## src/rtl/multdiv_if.sv

```systemverilog
// Handshake and data bundle between the execute stage and the sequential
// multiply/divide unit.
interface multdiv_if #(
    parameter int WIDTH = 32
);
    logic             start;
    logic [1:0]       op;
    logic [WIDTH-1:0] srca;
    logic [WIDTH-1:0] srcb;
    logic             flush;
    logic             hiwrite;
    logic             lowrite;
    logic [WIDTH-1:0] hlin;
    logic             busy;
    logic             done;
    logic [WIDTH-1:0] hi;
    logic [WIDTH-1:0] lo;

    modport master (
        output start, op, srca, srcb, flush, hiwrite, lowrite, hlin,
        input  busy, done, hi, lo
    );

    modport slave (
        input  start, op, srca, srcb, flush, hiwrite, lowrite, hlin,
        output busy, done, hi, lo
    );
endinterface

```

## src/rtl/multdiv_seq.sv

```systemverilog
// Bit-serial MIPS MULT/MULTU/DIV/DIVU unit with architectural HI/LO registers.
// Operands are reduced to magnitudes on entry; signs are re-applied in FIX.
module multdiv_seq #(
    parameter  int WIDTH = 32,
    localparam int CNTW  = $clog2(WIDTH) + 1
) (
    input logic      clk,
    input logic      reset,
    multdiv_if.slave bus
);
    typedef enum logic [1:0] {IDLE, RUN, FIX} state_e;

    localparam logic [WIDTH-1:0] MOST_NEG = {1'b1, {(WIDTH-1){1'b0}}};

    state_e             state_q, state_d;
    logic [CNTW-1:0]    cnt_q, cnt_d;
    logic [2*WIDTH-1:0] acc_q, acc_d;
    logic [WIDTH-1:0]   a_q, a_d, b_q, b_d, dvd_q, dvd_d;
    logic [WIDTH-1:0]   hi_q, hi_d, lo_q, lo_d;
    logic               div_q, div_d, qneg_q, qneg_d, rneg_q, rneg_d;
    logic               dzero_q, dzero_d, ovf_q, ovf_d, done_q, done_d;

    logic signed [WIDTH-1:0] srca_s, srcb_s;
    logic                    sa, sb;
    logic [WIDTH:0]          sum, trial;
    logic [2*WIDTH:0]        shl;
    logic [2*WIDTH-1:0]      prod;

    function automatic logic [WIDTH-1:0] neg_if(input logic [WIDTH-1:0] v, input logic n);
        return n ? (~v + WIDTH'(1)) : v;
    endfunction

    function automatic logic [2*WIDTH-1:0] neg_if2(input logic [2*WIDTH-1:0] v, input logic n);
        return n ? (~v + (2*WIDTH)'(1)) : v;
    endfunction

    assign srca_s = bus.srca;
    assign srcb_s = bus.srcb;

    always_comb begin
        state_d = state_q;
        cnt_d   = cnt_q;
        acc_d   = acc_q;
        a_d     = a_q;
        b_d     = b_q;
        dvd_d   = dvd_q;
        div_d   = div_q;
        qneg_d  = qneg_q;
        rneg_d  = rneg_q;
        dzero_d = dzero_q;
        ovf_d   = ovf_q;
        hi_d    = hi_q;
        lo_d    = lo_q;
        done_d  = 1'b0;
        sa      = ~bus.op[0] & (srca_s < 0);
        sb      = ~bus.op[0] & (srcb_s < 0);
        sum     = '0;
        trial   = '0;
        shl     = '0;
        prod    = '0;

        unique case (state_q)
            IDLE: begin
                if (bus.hiwrite) hi_d = bus.hlin;
                if (bus.lowrite) lo_d = bus.hlin;
                if (bus.start && !bus.flush) begin
                    a_d     = neg_if(bus.srca, sa);
                    b_d     = neg_if(bus.srcb, sb);
                    div_d   = bus.op[1];
                    qneg_d  = sa ^ sb;
                    rneg_d  = sa;
                    dvd_d   = bus.srca;
                    dzero_d = (bus.srcb == '0);
                    ovf_d   = (bus.op == 2'b10) && (bus.srca == MOST_NEG) && (&bus.srcb);
                    // Multiply keeps the multiplier in the low half; divide keeps the dividend there.
                    acc_d   = {{WIDTH{1'b0}}, bus.op[1] ? neg_if(bus.srca, sa) : neg_if(bus.srcb, sb)};
                    cnt_d   = '0;
                    state_d = RUN;
                end
            end
            RUN: begin
                if (!div_q) begin
                    sum   = {1'b0, acc_q[2*WIDTH-1:WIDTH]} + (acc_q[0] ? {1'b0, a_q} : '0);
                    acc_d = {sum, acc_q[WIDTH-1:1]};
                end else begin
                    shl   = {acc_q, 1'b0};
                    trial = shl[2*WIDTH:WIDTH] - {1'b0, b_q};
                    if (!trial[WIDTH]) acc_d = {trial[WIDTH-1:0], shl[WIDTH-1:1], 1'b1};
                    else               acc_d = shl[2*WIDTH-1:0];
                end
                cnt_d = cnt_q + CNTW'(1);
                if (cnt_q == CNTW'(WIDTH - 1)) state_d = FIX;
            end
            FIX: begin
                if (!div_q) begin
                    prod = neg_if2(acc_q, qneg_q);
                    hi_d = prod[2*WIDTH-1:WIDTH];
                    lo_d = prod[WIDTH-1:0];
                end else if (dzero_q) begin
                    hi_d = dvd_q;
                    lo_d = '1;
                end else if (ovf_q) begin
                    hi_d = '0;
                    lo_d = MOST_NEG;
                end else begin
                    hi_d = neg_if(acc_q[2*WIDTH-1:WIDTH], rneg_q);
                    lo_d = neg_if(acc_q[WIDTH-1:0], qneg_q);
                end
                done_d  = 1'b1;
                state_d = IDLE;
            end
            default: state_d = IDLE;
        endcase

        // An aborted op leaves HI/LO untouched, even in its final cycle.
        if (bus.flush && state_q != IDLE) begin
            state_d = IDLE;
            hi_d    = hi_q;
            lo_d    = lo_q;
            done_d  = 1'b0;
        end
    end

    always_ff @(posedge clk) begin
        if (reset) begin
            state_q <= IDLE;
            cnt_q   <= '0;
            done_q  <= 1'b0;
            hi_q    <= '0;
            lo_q    <= '0;
        end else begin
            state_q <= state_d;
            cnt_q   <= cnt_d;
            done_q  <= done_d;
            hi_q    <= hi_d;
            lo_q    <= lo_d;
        end
    end

    always_ff @(posedge clk) begin
        acc_q   <= acc_d;
        a_q     <= a_d;
        b_q     <= b_d;
        dvd_q   <= dvd_d;
        div_q   <= div_d;
        qneg_q  <= qneg_d;
        rneg_q  <= rneg_d;
        dzero_q <= dzero_d;
        ovf_q   <= ovf_d;
    end

    assign bus.busy = (state_q != IDLE);
    assign bus.done = done_q;
    assign bus.hi   = hi_q;
    assign bus.lo   = lo_q;
endmodule

```

## src/flat_wrapper.sv

```systemverilog
// flat-port wrapper written by rule: the top's interface ports become plain ports
module multdiv_seq_flat 
#(
    parameter  int WIDTH = 32,
    localparam int CNTW  = $clog2(WIDTH) + 1
)
  (clk, reset, bus_start, bus_op, bus_srca, bus_srcb, bus_flush, bus_hiwrite, bus_lowrite, bus_hlin, bus_busy, bus_done, bus_hi, bus_lo);
  multdiv_if #(.WIDTH(WIDTH)) bus_i ();
  input logic clk;
  input logic reset;
  input wire logic [$bits(bus_i.start)-1:0] bus_start;
  input wire logic [$bits(bus_i.op)-1:0] bus_op;
  input wire logic [$bits(bus_i.srca)-1:0] bus_srca;
  input wire logic [$bits(bus_i.srcb)-1:0] bus_srcb;
  input wire logic [$bits(bus_i.flush)-1:0] bus_flush;
  input wire logic [$bits(bus_i.hiwrite)-1:0] bus_hiwrite;
  input wire logic [$bits(bus_i.lowrite)-1:0] bus_lowrite;
  input wire logic [$bits(bus_i.hlin)-1:0] bus_hlin;
  output wire logic [$bits(bus_i.busy)-1:0] bus_busy;
  output wire logic [$bits(bus_i.done)-1:0] bus_done;
  output wire logic [$bits(bus_i.hi)-1:0] bus_hi;
  output wire logic [$bits(bus_i.lo)-1:0] bus_lo;
  assign bus_i.start = bus_start;
  assign bus_i.op = bus_op;
  assign bus_i.srca = bus_srca;
  assign bus_i.srcb = bus_srcb;
  assign bus_i.flush = bus_flush;
  assign bus_i.hiwrite = bus_hiwrite;
  assign bus_i.lowrite = bus_lowrite;
  assign bus_i.hlin = bus_hlin;
  assign bus_busy = bus_i.busy;
  assign bus_done = bus_i.done;
  assign bus_hi = bus_i.hi;
  assign bus_lo = bus_i.lo;
  multdiv_seq #(.WIDTH(WIDTH)) u_core (.clk(clk), .reset(reset), .bus(bus_i));
endmodule
```

## config.mk

```make
export PLATFORM = sky130hd
export DESIGN_NAME = multdiv_seq_flat
export DESIGN_NICKNAME = d
export VERILOG_FILES = /design/src/rtl/multdiv_if.sv /design/src/rtl/multdiv_seq.sv /design/src/flat_wrapper.sv
export SDC_FILE = /design/constraint.sdc
export NUM_CORES = 1
export LEC_CHECK = 0
export ABC_AREA = 0
export BUFFER_PORTS_ARGS = -buffer_cell sky130_fd_sc_hd__buf_2
export CORE_MARGIN = 4
export CORE_UTILIZATION = 40
export CTS_CLUSTER_DIAMETER = 100
export DETAILED_ROUTE_END_ITERATION = 7
export RECOVER_POWER = 100
export SYNTH_ARGS = -nofsm -noshare
export SYNTH_HDL_FRONTEND = slang
export SYNTH_SLANG_ARGS = --single-unit
```

## constraint.sdc

```tcl
create_clock -name clk -period 3.65 [get_ports clk]
set_clock_uncertainty 0.2 [all_clocks]
set_input_delay 0.5475 -clock clk [delete_from_list [all_inputs] [get_ports clk]]
set_output_delay 0.5475 -clock clk [all_outputs]
set_load 0.02 [all_outputs]
```

==> impl_metrics.toml <==
[floorplanning]
std_cell_rows = 76
fp.dieW_um = 216
core_um2 = 43000
fp.dieH_um = 216
start_util = 0.404
ioPinCount = 170
die-area_um2 = 46800

[yosys]
ys_seq_area_frac = 0.368
synthFlopType = "edfxtp_1"
synth_nets = 2141
yosysWarnings = 0
syn_inst = 1965
ys_seq_elements = 237
synth_edf_count = 164
synth_top_area_share = 0.284
syn_area_per_cell_um2 = 8.84
async_flop_share = 0
synth_most_common_cell = "nand2_1"
ys_types = 86
yosys-top-cells-count = "nand2_1 (200), a21oi_1 (173), edfxtp_1 (164)"
synth_area_um2 = 17400
synth_largest_area_cell = "edfxtp_1"
synth_area_leaders = "edfxtp_1 (28%), dfxtp_1 (8.4%), xor2_1 (5.1%), ha_1 (5.0%), a21oi_1 (5.0%)"

[grt]
grt_pass1_wl_um = 94500
grt_antenna_before_repair = 2
grt_pass1_vias = 15700
gr-total-overflow = 0
grt_use_total = 0.258
grt_max_degree = 70

[final_layout]
fin_cells = 2812
drive_above_1_share = 0.156
final_area_um2 = 20800
area_growth_pct = 19.5
final_nets = 2380
fin_util = 0.483
n_antenna_cell = 0

[critical_path]
end_kind = "flip-flop"
slowest_delay_ps = 560
worstPathMaxFanout = 5
critPathLaunchType = "input port"
cp_cell_sequence = "dlygate4sd3_1 > buf_2 > or4_4 > or3_4 > nor3_1 > buf_4 > nand3_1 > o21ai_0 > xnor2_1 > mux2i_1 > o21ai_0"
cp_common_cell = "o21ai_0"
worstSetupPathType = "input port to flip-flop"
cp_num_buf_inv = 3
cp_data_arrival_time_ps = 3660
worst_path_max_delay_cell = "or4_4"
required_ps = 3750
crit_family = "simple AND/OR/NAND/NOR gates"

[outcome]
outcome = "finished with violations"
failed_checks = "max-capacitance violations, max-slew violations"

[place]
portBuffers = 169
routabilityCongestion = 0.942
pre_cts_ws_ps = -87.2
place_inst = 2734
dpl_cell_area_um2 = 19500
dp_hpwl_um = 49300

[min_path]
min_path_type = "input port to flip-flop"

[power]
power_density_nw_per_um2 = 398
seq_power_share = 0.390
power.leakage_nw = 7.88
swShare = 0.320
p_int_mw = 5.62
switchingPower_mw = 2.65
total_power_mw = 8.27
clkPwrFrac = 0.362
peakVddDrop_uv = 381
combPwrFrac = 0.248

[routing]
num_vias = 16600
routed_via_density = 5.89
ant_nets = 0
dr.pass1.iters = 5
drc_errors = 0
first_iter_violations = 1589
wl_per_cell_um = 22.6
drt_wl_total_um = 63600

[sta]
finalCritPeriodShare = 0.976
setup_viol = 0
finalCriticalPeriod_ps = 3560
layout_setup_ws_ps = 89.1
whs_ps = 36.8
max_slew_margin = -0.127
worst_slew_pin_slew_ps = 1690
finalHoldViolCount = 0
slew_viol_final = 27
fin_setup_tns_ps = 0
fmax_mhz = 281

[cts]
numClockSinks = 237
cts_tree = "yes"
cts_root_buf = "clkbuf_16"
cts_inserted_buffers = 29
htree_levels = 1
cts_buffer_depth = 3
path_clk_slew_ps = 60
clk-insertion-delay-late_ps = 580

[run]
maxCapViolations = 1
==> cell families after synthesis <==
group | count (synthesis) | share of synthesized area
adders and majority gates | 72 | 0.0527
AOI/OAI and AO/OA | 590 | 0.217
buffers and inverters | 182 | 0.0414
xor gates and xnor gates | 189 | 0.0953
DFF | 237 | 0.368
and+or+nand+nor | 618 | 0.181
muxes | 77 | 0.0457
==> worst paths after layout <==
kind	from	end	slack (ps)	cells past startpoint
max	bus_srca[8]	u_core.acc_q[28]	90	11
min	bus_hlin[13]	u_core.bus.hi[13]	40	3
max reg2reg	u_core.acc_q[31]	u_core.acc_q[32]	100	13
min reg2reg	u_core.bus.hi[20]	u_core.bus.hi[20]	240	2
==> cell usage in the layout (no fill, tap or decap), types with 29 or more instances in the layout <==
cell type	count
a21oi_1	169
and2_1	35
buf_2	69
buf_4	108
clkbuf_1	120
clkbuf_16	34
dfxtp_1	73
edfxtp_1	164
ha_1	59
inv_1	72
mux2i_1	58
nand2_1	199
nand2b_1	33
nand3_1	39
nor2_1	120
nor3_1	41
o211ai_1	34
o21ai_0	156
o31ai_1	29
xnor2_1	88
xor2_1	101
==> worst min-delay path, delay by kind of cell <==
family                 cells  cell delay, ps
AO/OA/AOI/OAI              1              90
AND/OR/NAND/NOR            1              60
buffers and inverters      1              90
==> sequential cells by signal (all words and copies together), names as in the netlist <==
register,flops
u_core.b_q,32
u_core.rneg_q,1
u_core.ovf_q,1
u_core.qneg_q,1
u_core.bus.hi,32
u_core.acc_q,64
u_core.cnt_q,6
u_core.a_q,31
u_core.div_q,1
u_core.bus.lo,32
u_core.dzero_q,1
u_core.state_q,2
u_core.bus.done,1
u_core.dvd_q,32
==> what timing repair did <==
| item | 4_1_cts | 5_1_grt |
|---|---|---|
| pin swaps | 2 | 18 |
| gates resized for setup | 6 | 52 |
| endpoints found under the setup margin | 6 | 36 |
| hold endpoints to repair | 14 | 0 |
| setup buffers | 1 | 9 |
| gates cloned | 0 | 2 |
| hold buffers | 13 | 0 |
==> per-layer routing <==
layer  vias up  global-route usage  part of all wire
li1       7767                   -                 -
met1      8025               0.357              0.44
met2       642               0.416              0.45
met3       120              0.0407             0.070
met4         4              0.0804             0.037
met5         -                   0           0.00039
==> area by class of cell <==
cell class	instances	area, µm²
timing repair buffer	316	1830
clock buffer	39	888
sequential	237	6390
tap	585	732
inverter	74	279
multi-input combinational	1546	10500
clock inverter	15	111
fill	4293	22200
==> power groups by stage <==
stage | sequential, mW | combinational, mW | clock, mW
final | 3.22 | 2.05 | 2.99
after global routing | 3.24 | 2.23 | 3.14
after CTS | 3.22 | 1.99 | 3.03
after detailed placement | 3.27 | 1.96 | 0
after global placement | 3.27 | 1.94 | 0
after floorplan | 3.29 | 1.22 | 0
Note: power is estimated with default switching activity, not from simulation.
